**src/rtl/apb_master_pkg.sv**
```systemverilog
// Shared types and default widths for the APB initiator.
package apb_master_pkg;

  typedef enum logic [1:0] {
    IDLE   = 2'd0,
    SETUP  = 2'd1,
    ACCESS = 2'd2
  } apb_state_t;

  localparam int APB_ADDR_W = 32;
  localparam int APB_DATA_W = 32;

endpackage

```
**src/rtl/apb_master.sv**
```systemverilog
// APB initiator: one single-word transfer at a time from a valid/ready command port.
// Optional pready wait states with timeout are enabled by defining APB_MASTER_PREADY_EN.
module apb_master
  import apb_master_pkg::*;
#(
  parameter int ADDR_WIDTH = APB_ADDR_W,
  parameter int DATA_WIDTH = APB_DATA_W,
  parameter int TIMEOUT    = 16
) (
  input  logic                  pclk,
  input  logic                  n_rst,
  input  logic                  cmd_valid,
  output logic                  cmd_ready,
  input  logic                  cmd_write,
  input  logic [ADDR_WIDTH-1:0] cmd_addr,
  input  logic [DATA_WIDTH-1:0] cmd_wdata,
  output logic                  rsp_valid,
  output logic [DATA_WIDTH-1:0] rsp_rdata,
  output logic                  rsp_err,
  output logic                  psel,
  output logic                  penable,
  output logic                  pwrite,
  output logic [ADDR_WIDTH-1:0] paddr,
  output logic [DATA_WIDTH-1:0] pdata,
  input  logic [DATA_WIDTH-1:0] prdata,
  input  logic                  pready
);

  apb_state_t state_r;
  logic       accept_s;
  logic       complete_s;
  logic       timeout_s;

`ifdef APB_MASTER_PREADY_EN
  localparam int WAIT_W = $clog2(TIMEOUT + 1);

  logic [WAIT_W-1:0] wait_cnt_r;
  logic              rsp_err_r;

  // Timeout fires on the low-pready ACCESS cycle that brings the wait count to TIMEOUT.
  always_comb begin
    timeout_s = 1'b0;
    if ((state_r == ACCESS) && !pready && (wait_cnt_r == WAIT_W'(TIMEOUT - 1))) begin
      timeout_s = 1'b1;
    end else begin
      timeout_s = 1'b0;
    end
  end

  assign complete_s = (state_r == ACCESS) && (pready || timeout_s);

  // Wait-state counter, restarted for every accepted command.
  always_ff @(posedge pclk or negedge n_rst) begin
    if (!n_rst) begin
      wait_cnt_r <= {WAIT_W{1'b0}};
    end else if (accept_s) begin
      wait_cnt_r <= {WAIT_W{1'b0}};
    end else if ((state_r == ACCESS) && !pready && !timeout_s) begin
      wait_cnt_r <= wait_cnt_r + WAIT_W'(1);
    end else begin
      wait_cnt_r <= wait_cnt_r;
    end
  end

  // Error flag follows each completion; qualified externally by rsp_valid.
  always_ff @(posedge pclk or negedge n_rst) begin
    if (!n_rst) begin
      rsp_err_r <= 1'b0;
    end else if (complete_s) begin
      rsp_err_r <= timeout_s;
    end else begin
      rsp_err_r <= rsp_err_r;
    end
  end

  assign rsp_err = rsp_err_r;
`else
  logic unused_s;

  assign unused_s   = pready & (TIMEOUT > 0);
  assign timeout_s  = 1'b0;
  assign complete_s = (state_r == ACCESS);
  assign rsp_err    = 1'b0;
`endif

  assign cmd_ready = (state_r == IDLE) || complete_s;
  assign accept_s  = cmd_valid && cmd_ready;

  // Transfer FSM with registered APB and response outputs.
  always_ff @(posedge pclk or negedge n_rst) begin
    if (!n_rst) begin
      state_r   <= IDLE;
      psel      <= 1'b0;
      penable   <= 1'b0;
      pwrite    <= 1'b0;
      paddr     <= {ADDR_WIDTH{1'b0}};
      pdata     <= {DATA_WIDTH{1'b0}};
      rsp_valid <= 1'b0;
      rsp_rdata <= {DATA_WIDTH{1'b0}};
    end else begin
      rsp_valid <= 1'b0;
      case (state_r)
        IDLE: begin
          if (accept_s) begin
            state_r <= SETUP;
            psel    <= 1'b1;
            penable <= 1'b0;
            pwrite  <= cmd_write;
            paddr   <= cmd_addr;
            pdata   <= cmd_wdata;
          end else begin
            state_r <= IDLE;
            psel    <= 1'b0;
            penable <= 1'b0;
          end
        end
        SETUP: begin
          state_r <= ACCESS;
          psel    <= 1'b1;
          penable <= 1'b1;
        end
        ACCESS: begin
          if (complete_s) begin
            rsp_valid <= 1'b1;
            // pwrite still names the finishing transfer here; a new accept updates it below.
            if (!pwrite && !timeout_s) begin
              rsp_rdata <= prdata;
            end else begin
              rsp_rdata <= rsp_rdata;
            end
            if (accept_s) begin
              state_r <= SETUP;
              psel    <= 1'b1;
              penable <= 1'b0;
              pwrite  <= cmd_write;
              paddr   <= cmd_addr;
              pdata   <= cmd_wdata;
            end else begin
              state_r <= IDLE;
              psel    <= 1'b0;
              penable <= 1'b0;
            end
          end else begin
            state_r <= ACCESS;
            psel    <= 1'b1;
            penable <= 1'b1;
          end
        end
        default: begin
          state_r <= IDLE;
          psel    <= 1'b0;
          penable <= 1'b0;
        end
      endcase
    end
  end

endmodule

```
**config.mk**
```make
export PLATFORM = sky130hd
export DESIGN_NAME = apb_master
export DESIGN_NICKNAME = d
export VERILOG_FILES = /design/src/rtl/apb_master_pkg.sv /design/src/rtl/apb_master.sv
export SDC_FILE = /design/constraint.sdc
export NUM_CORES = 1
export LEC_CHECK = 0
export ABC_AREA = 1
export CAP_MARGIN = 20
export CORE_UTILIZATION = 36
export CTS_CLUSTER_DIAMETER = 150
export CTS_CLUSTER_SIZE = 14
export DETAILED_ROUTE_END_ITERATION = 16
export GPL_TIMING_DRIVEN = 0
export HOLD_SLACK_MARGIN = 0.08
export PLACE_DENSITY_LB_ADDON = 0.05
export SLEW_MARGIN = 5
export SYNTH_ARGS = -nofsm -noshare
export SYNTH_HDL_FRONTEND = slang
export SYNTH_SLANG_ARGS = --single-unit
```
**constraint.sdc**
```tcl
create_clock -name pclk -period 1.09 [get_ports pclk]
set_input_delay 0.218 -clock pclk [delete_from_list [all_inputs] [get_ports pclk]]
set_output_delay 0.218 -clock pclk [all_outputs]
set_load 0.02 [all_outputs]
```
==> impl_metrics.toml, run 1 <==
[status]
status = "finished with violations"
violations = "hold timing, setup timing"

[grt]
grtUsageTotal = 0.2026
grt_max_degree = 56
grt.overflow.total = 0
grt_pass1_vias = 3679
grt_pass1_wl_um = 17860
antenna_found_initial = 0

[finish]
diodes = 0
fin_cells = 858
drive_above_1_share = 0.4584
final_area_um2 = 7761
area_growth_pct = 97.93
fin_nets = 819

[routing]
met1_length_um = 5440
viasPerCell = 4.584
drc_errors = 0
wl_um = 12940
wl_met3_um = 866
routed.top_layer = "met4"
first_pass_iters = 4
wire_per_inst_um = 15.08
drt_iter0_drc = 166
vias = 3933
met2WireLength_um = 6419
postRouteAntennaNets = 0

[sta]
fin_skew_ps = 7.088
fmax_mhz = 780.1
slew_headroom = 0.5831
min_period_ps = 1282
rsz0062_at_grt = "true"
slew_viol_final = 0
min_period_over_period = 1.176
hold_slack_ps = -131.4
setup_violations = 197
tightest_slew_ps = 625.3
hold_violations = 46
layout_setup_ws_ps = -191.9

[logic_synthesis]
syn-num-nets = 531
synth_seq_cells = 101
synth-seq-area-share = 0.6445
synthCells = 430
synth.distinct_cells = 15
syn-cell-area_um2 = 3921
synth.yosys.warnings = 0
syn_avg_cell_area_um2 = 9.119

[floorplanning]
io_pins = 203
fp.dieW_um = 106.4
die_area_um2 = 11310
initial_core_util = 0.3748
die_height_um = 106.4
rows = 37
core-area_um2 = 10460

[place]
dpl_cell_area_um2 = 6123
dp.cells = 767
io_buffers = 200
routabilityCongestion = 0.7559
place_hpwl_um = 7793

[worst_setup_path]
reg2reg_from = "state_r[0]$_DFF_PN0_"
required_ps = 870
end_kind = "primary output"
worstRegToRegCells = 8
worstPathArrival_ps = 1060
reg2reg_slack_ps = -180
critPathMaxFanout = 3
reg2reg_to = "paddr[10]$_DFFE_PN0P_"
timing.critical_path.from_type = "flip-flop"
path_class = "flip-flop to primary output"

[job]
maxCapViolations = 0

[clock_network]
cts_htree_levels = 3
cts_tree = "yes"
cts_sinks = 101
numCtsBuffers = 9
clkSlewWorstSetupHoldPaths_ps = 90
clock_latency_ps = 360
cts_root_buf = "clkbuf_8"
clk_path_buf_depth = 2

[min_path]
holdCritPathClass = "input port to async pin"

[pwr]
power_density_nw_per_um2 = 1604
vdd.ir_drop.worst_uv = 932.9
p_leak_nw = 3.976
finalPower_w = 0.01245
## cell families after synthesis
group | Yosys count | synth area share
compound gates | 1 | 0.001275
buf+inv | 32 | 0.04946
flops | 101 | 0.6445
other cells | 1 | 0.0009563
simple gates | 295 | 0.3038
## report_power, final
group,internal (W),switching (W),total [W]
sequential,0.00444,0.000543,0.00498
combinational,0.00279,0.00229,0.00508
clock,0.00118,0.00121,0.00239
total,0.00840,0.00405,0.0125
## state kept, by name, indices dropped and copies added, names as in the netlist
name,count
pwrite,1
pdata,32
psel,1
rsp_valid,1
state_r,1
rsp_rdata,32
penable,1
paddr,32
## cells in the final DEF (no fill, tap or decap), drive strengths merged
master,Yosys,layout
nand2,260,260
clkdlybuf4s50,0,98
buf,25,194
nor2,2,2
nand4,32,32
conb,1,1
nand3,1,1
dfrtp,101,101
bufinv,0,1
inv,4,4
o21ai,1,1
clkbuf,3,27
## synth_stat cells
cell      instances  area [µm²]
nand2_1         259       972.2
dfrtp_1         101        2527
nand4_1          32       200.2
buf_2            11       55.05
buf_4             6       45.04
buf_6             5       56.30
buf_1             3       11.26
clkbuf_1          3       11.26
inv_1             2       7.510
inv_2             2       7.510
nor2_1            2       7.510
conb_1            1       3.750
nand2_2           1       6.260
nand3_1           1       5.000
o21ai_0           1       5.000
## final cells by class
class                      instances  area, µm²
buffer                            28      300.3
clock inverter                     1      30.03
sequential                       101       2530
timing repair buffer             277       2958
fill                             768       2701
clock buffer                      14      162.7
multi-input combinational        297       1585
tap                              136      170.2
inverter                           4      25.02
## through the flow
| stage | TNS, ps | util | setup slack (ps) |
|---|---|---|---|
| 2_1_floorplan | 0 | - | 2.239 |
| 3_3_place_gp | -441190 | 0.5829 | -4485 |
| 3_5_place_dp | -29100 | 0.5853 | -558.1 |
| 4_1_cts | -12490 | 0.6427 | -192.8 |
| 5_1_grt | -25530 | 0.7418 | -255.7 |
| 6_report | -14480 | 0.7418 | -191.9 |
## timing repair
item / 4_1_cts / 5_1_grt
buffers inserted: 21 / 42
pin swaps: 0 / 24
hold endpoints to repair: 46 / 46
gates resized for setup: 636 / 154
setup endpoints to repair: 198 / 198
cloned: 1 / 12
## layer usage
metal	track usage	vias to the layer above
li1	-	1917
met1	0.2576	1862
met2	0.3293	138
met3	0.06376	16
met4	0.06151	0
met5	0	-
## critical path, stage by stage, from the launching register on
cell and delay (ps):
dfrtp_1 420, inv_4 80, buf_6 100, buf_6 110
## worst max-delay path by stage
| stage | startpoint | to | slack, ps | cells after the start |
|---|---|---|---|---|
| floorplan | penable$_DFF_PN0_ | rsp_rdata[0]$_DFFE_PN0P_ | 2 | 5 |
| global placement | n_rst | pwrite$_DFFE_PN0P_ | -4490 | 1 |
| detailed placement | state_r[0]$_DFF_PN0_ | cmd_ready | -560 | 3 |
| CTS | state_r[0]$_DFF_PN0_ | cmd_ready | -190 | 3 |
| global route | state_r[0]$_DFF_PN0_ | paddr[9]$_DFFE_PN0P_ | -260 | 8 |
| finish | state_r[0]$_DFF_PN0_ | cmd_ready | -190 | 3 |
Power figures use the tool's default switching activity.
==> run 2: changes to the inputs <==
--- a/config.mk
+++ b/config.mk
@@ -7,12 +7,14 @@
 export LEC_CHECK = 0
 export ABC_AREA = 1
 export CAP_MARGIN = 20
+export CORE_ASPECT_RATIO = 1.2
 export CORE_UTILIZATION = 36
 export CTS_CLUSTER_DIAMETER = 150
-export CTS_CLUSTER_SIZE = 14
+export CTS_CLUSTER_SIZE = 20
 export DETAILED_ROUTE_END_ITERATION = 16
 export GPL_TIMING_DRIVEN = 0
 export HOLD_SLACK_MARGIN = 0.08
+export MAX_ROUTING_LAYER = met4
 export PLACE_DENSITY_LB_ADDON = 0.05
 export SLEW_MARGIN = 5
 export SYNTH_ARGS = -nofsm -noshare
==> run 2 against run 1 <==
  * The flow still finishes with violations (hold timing, setup timing)
  * Critical path depth is the same
  * Sequential share of layout area increased by 1.2 points
  * Clock skew down 3.9 ps
  * Critical endpoint unchanged
  * Setup slack improved by 18 ps
  * Via count fell by 1.7%
  * Non-clock buffer count is 19 lower
  * Critical path type unchanged
  * Sequential power is 0.8% lower
  * Combinational power shrank 8.1%
  * Cell count decreased by 2.9%
  * Die area barely moved
  * Final area fell by 3.7%
==> impl_metrics.toml, run 2 (synthesis gave the netlist of run 1 again) <==
[status]
status = "finished with violations"
violations = "hold timing, setup timing"

[finish]
drive_above_1_share = 0.3963
area_growth_pct = 90.65
top_regs = "paddr (32), pdata (32), rsp_rdata (32)"
diodes = 0
fin_nets = 800
final_cell_mix = "nand2_1 (190), buf_6 (106), dfrtp_1 (99), clkdlybuf4s50_1 (98), nand2_2 (56)"
num-fill-cells = 817
layout_commonest_cell = "nand2_1"

[routing]
drt_iter0_drc = 142
wire_per_inst_um = 14.96
vias = 3867
viasPerCell = 4.642
postRouteAntennaNets = 0
drc_errors = 0
wl_um = 12460
first_pass_iters = 4

[clock_network]
cts_htree_levels = 3
clock_latency_ps = 340
clkSlewWorstSetupHoldPaths_ps = 70
cts_sinks = 101
cts_tree = "yes"
clk_path_buf_depth = 2
numCtsBuffers = 9
cts_root_buf = "clkbuf_16"

[job]
maxCapViolations = 0

[worst_setup_path]
path_class = "flip-flop to primary output"
cp_cell_sequence = "inv_4, buf_8, buf_6"
slowest_stage = "dfrtp_1"
end_kind = "primary output"
critPathMaxFanout = 3
timing.critical_path.from_type = "flip-flop"
required_ps = 870
critical-path-top-delay-family = "flip-flops"
reg2reg_slack_ps = -160
slowest_delay_ps = 410
worstPathArrival_ps = 1050
worst-path-buf-inv = 3

[floorplanning]
rows = 41
die_height_um = 116.3
die_area_um2 = 11320
core-area_um2 = 10570
fp.dieW_um = 97.28
initial_core_util = 0.3711
io_pins = 203

[sta]
finalSetupTns_ps = -9936
min_period_over_period = 1.159
layout_setup_ws_ps = -173.6
slew_viol_final = 0
fin_skew_ps = 3.178
hold_violations = 42
hold_slack_ps = -124.7
fmax_mhz = 791.4
rsz0062_at_grt = "true"
slew_headroom = 0.6073
setup_violations = 132
tightest_slew_ps = 589.1
min_period_ps = 1264

[pwr]
power_density_nw_per_um2 = 1711
vdd.ir_drop.worst_uv = 804.8
p_leak_nw = 3.856

[grt]
grt.overflow.total = 0
grtUsageTotal = 0.2137
grt_busiest_layer = "met2"
antenna_found_initial = 0
grt_pass1_wl_um = 18370
met1_usage = 0.2704
grt_util_met3 = 0.03591
grt_pass1_vias = 3676
grt_util_met2 = 0.3455
grt_max_degree = 60

[place]
routabilityCongestion = 0.7275
io_buffers = 200
place_hpwl_um = 7990
dp_slack_ps = -597.3

[min_path]
holdCritPathClass = "input port to async pin"
-- run 2: changes by cell type in the layout (fill, tap and decap cells not counted), moves of 2 or more --
| cell | change |
|---|---|
| clkinv_2 | +3 |
| clkbuf_16 | +4 |
| nand2_1 | +35 |
| buf_6 | -4 |
| clkbuf_8 | -10 |
| nand2_2 | -29 |
| nand2_4 | -6 |
| buf_4 | -9 |
| clkbuf_1 | -2 |
-- run 2: final timing paths --
kind / depth (start not counted) / end / from
worst max-delay path: 3 / cmd_ready / state_r[0]$_DFF_PN0_
worst min-delay path: 1 / rsp_rdata[27]$_DFFE_PN0P_ / n_rst
worst max register to register: 8 / paddr[17]$_DFFE_PN0P_ / state_r[0]$_DFF_PN0_
worst min register to register: 2 / rsp_rdata[23]$_DFFE_PN0P_ / rsp_rdata[23]$_DFFE_PN0P_
max in group asynchronous: 2 / penable$_DFF_PN0_ / n_rst
min in group pclk: 3 / paddr[23]$_DFFE_PN0P_ / cmd_addr[23]
-- run 2: report_power, final --
| group | switching, W | leakage (nW) | internal (W) |
|---|---|---|---|
| Clock | 0.00140 | 0.147 | 0.00178 |
| Sequential | 0.000501 | 1.24 | 0.00444 |
| Combinational | 0.00218 | 2.47 | 0.00249 |
| Total | 0.00408 | 3.86 | 0.00871 |
-- run 2: area by class of cell --
type	instances	area [µm²]	share of cell area
repair buffers	259	2715	0.3632
flip-flops and latches	101	2530	0.3384
clock buffers	10	229.0	0.03063
multi-input cells	297	1464	0.1958
clock inverters	6	62.56	0.008368
inverters	4	30.03	0.004017
well taps	129	161.4	0.02159
plain buffers	27	284.0	0.03799
-- run 2: routing by layer --
metal,part of all wire,vias to the layer above
met5,0,-
met4,0.018,0
met3,0.052,16
met2,0.50,127
met1,0.43,1841
li1,-,1883
-- run 2: stage by stage --
step / utilization / instances / hold slack, ps / area (µm²) / power (W)
final: 0.7074 / 833 / -124.7 / 7476 / 0.01279
after detailed placement: 0.5786 / 760 / 259.6 / 6115 / 0.008643
after global placement: 0.5762 / 759 / 431.7 / 6090 / 0.008557
after floorplan: - / 430 / -77.59 / 3926 / 0.006504
after CTS: 0.6471 / 802 / -113.9 / 6838 / 0.01238
after global routing: 0.7074 / 833 / -94.55 / 7476 / 0.01340
-- run 2: timing repair --
item | CTS | global route
pin swaps | 0 | 11
endpoints found under the hold margin | 42 | 42
gates cloned | 2 | 5
setup endpoints to repair | 198 | 197
buffers inserted | 25 | 27
gates resized for setup | 641 | 99
==> run 3: changes to the inputs <==
--- a/config.mk
+++ b/config.mk
@@ -8,7 +8,7 @@
 export ABC_AREA = 1
 export CAP_MARGIN = 20
 export CORE_ASPECT_RATIO = 1.2
-export CORE_UTILIZATION = 36
+export CORE_UTILIZATION = 25
 export CTS_CLUSTER_DIAMETER = 150
 export CTS_CLUSTER_SIZE = 20
 export DETAILED_ROUTE_END_ITERATION = 16
==> run 3 against run 2 <==
  * The run ends with setup timing left
  * First-iteration DRC count is 25% lower
  * Non-clock buffer count increased by 11
  * Setup slack better by 7.4 ps
  * Combinational power grew 6.6%
  * Utilization is 19 points lower
  * Total power is 4.3% higher
  * Via count is 0.96% higher
  * Routed wire length increased by 7.6%
  * Sequential power about the same
  * Critical endpoint unchanged
  * Largest cell class unchanged
  * Largest power group is now combinational logic
==> impl_metrics.toml, run 3 (synthesis gave the netlist of run 1 again) <==
[grt]
grt_pass1_vias = 3835
grt.overflow.total = 0
grtUsageTotal = 0.1657
grt_pass1_wl_um = 19860
grt_max_degree = 56
antenna_found_initial = 0

[routing]
wl_um = 13410
first_pass_iters = 4
drt_iter0_drc = 107
viasPerCell = 4.248
drc_errors = 0
postRouteAntennaNets = 0
wire_per_inst_um = 14.60
vias = 3904

[sta]
fin_skew_ps = 4.802
min_period_ps = 1256
rsz0062_at_grt = "true"
min_period_over_period = 1.152
layout_setup_ws_ps = -166.2
slew_viol_final = 0
hold_violations = 0
setup_violations = 160
fmax_mhz = 796.1

[finish]
drive_above_1_share = 0.4462
area_growth_pct = 101.8
top_regs = "paddr (32), pdata (32), rsp_rdata (32)"
final_area_um2 = 7911
fin_nets = 811
diodes = 0
layout_commonest_cell = "nand2_1"
final_cell_mix = "nand2_1 (159), buf_6 (118), dfrtp_1 (99), clkdlybuf4s50_1 (98), nand2_2 (85)"

[worst_setup_path]
end_kind = "primary output"
critPathMaxFanout = 2
reg2reg_slack_ps = -150
worstPathArrival_ps = 1040
reg2reg_from = "state_r[0]$_DFF_PN0_"
path_class = "flip-flop to primary output"
timing.critical_path.from_type = "flip-flop"
required_ps = 870
worstRegToRegCells = 8
reg2reg_to = "pdata[19]$_DFFE_PN0P_"

[pwr]
p_leak_nw = 3.976
vdd.ir_drop.worst_uv = 753.4
power_density_nw_per_um2 = 1687

[status]
violations = "setup timing"
status = "finished with violations"

[place]
dp_slack_ps = -605.4
io_buffers = 200
routabilityCongestion = 0.7003
dpl_cell_area_um2 = 6212
place_hpwl_um = 8526

[floorplanning]
fp.dieW_um = 116.3
die_area_um2 = 16190
die_height_um = 139.2
io_pins = 203
core-area_um2 = 15140
initial_core_util = 0.2589
rows = 49

[clock_network]
clkSlewWorstSetupHoldPaths_ps = 70
cts_htree_levels = 3
numCtsBuffers = 9
cts_root_buf = "clkbuf_16"
cts_sinks = 101
clk_path_buf_depth = 2
clock_latency_ps = 340
cts_tree = "yes"

[min_path]
holdCritPathClass = "input port to async pin"

[job]
maxCapViolations = 0
## run 3: cell count changes in the layout (fill, tap and decap cells not counted), sizes merged
cell and change:
buf +10, clkinv -2, bufinv +1, clkbuf +1, dlygate4sd3 +1
## run 3: how the worst max path moves through the flow
stage / slack, ps / from / endpoint
2_1_floorplan: 2 / penable$_DFF_PN0_ / rsp_rdata[0]$_DFFE_PN0P_
3_3_place_gp: -4840 / n_rst / pwrite$_DFFE_PN0P_
3_5_place_dp: -610 / state_r[0]$_DFF_PN0_ / cmd_ready
4_1_cts: -190 / state_r[0]$_DFF_PN0_ / cmd_ready
5_1_grt: -230 / state_r[0]$_DFF_PN0_ / pdata[17]$_DFFE_PN0P_
6_report: -170 / state_r[0]$_DFF_PN0_ / cmd_ready
## run 3: layer usage
layer	global-route usage	vias up	wire, µm
met2	0.2737	126	6906
met5	-	-	0
met4	0.06680	0	234
li1	-	1911	-
met3	0.03453	14	853
met1	0.1935	1853	5420
## run 3: worst max-delay path, stage by stage (launching register included)
cell,delay [ps]
dfrtp_1,410
inv_4,90
buf_8,100
buf_6,110
## run 3: area by class of cell
cell class	instances	area, µm²
flip-flops and latches	101	2530
clock inverters	5	75.07
fillers	1430	7232
clock buffers	11	232.7
repair buffers	269	2915
inverters	4	25.02
multi-input cells	297	1551
plain buffers	28	326.6
well taps	204	255.2
## run 3: metrics by stage
stage,instances,TNS [ps],total power (W),utilization,hold WS [ps]
finish,919,-11780,0.01335,0.5224,336.7
global route,919,-21940,0.01404,0.5224,360.0
global placement,834,-475850,0.008629,0.4083,427.4
floorplan,430,0,0.006504,-,-77.59
detailed placement,835,-28850,0.008657,0.4102,185.6
CTS,889,-13460,0.01294,0.4802,384.8
## run 3: power by group
group	switching (W)	total (W)	internal, W	leakage, nW
Sequential	0.000532	0.00497	0.00444	1.24
Combinational	0.00227	0.00498	0.00271	2.58
Clock	0.00139	0.00339	0.00200	0.153
Total	0.00419	0.0133	0.00916	3.98
## run 3: timing repair
| item | in CTS | in global routing |
|---|---|---|
| pin swaps | 22 | 43 |
| setup endpoints to repair | 198 | 254 |
| setup buffers | 30 | 26 |
| gates resized for setup | 692 | 112 |
| gates cloned | 7 | 7 |
| endpoints found under the hold margin | 46 | 0 |
| hold buffers | 1 | 0 |
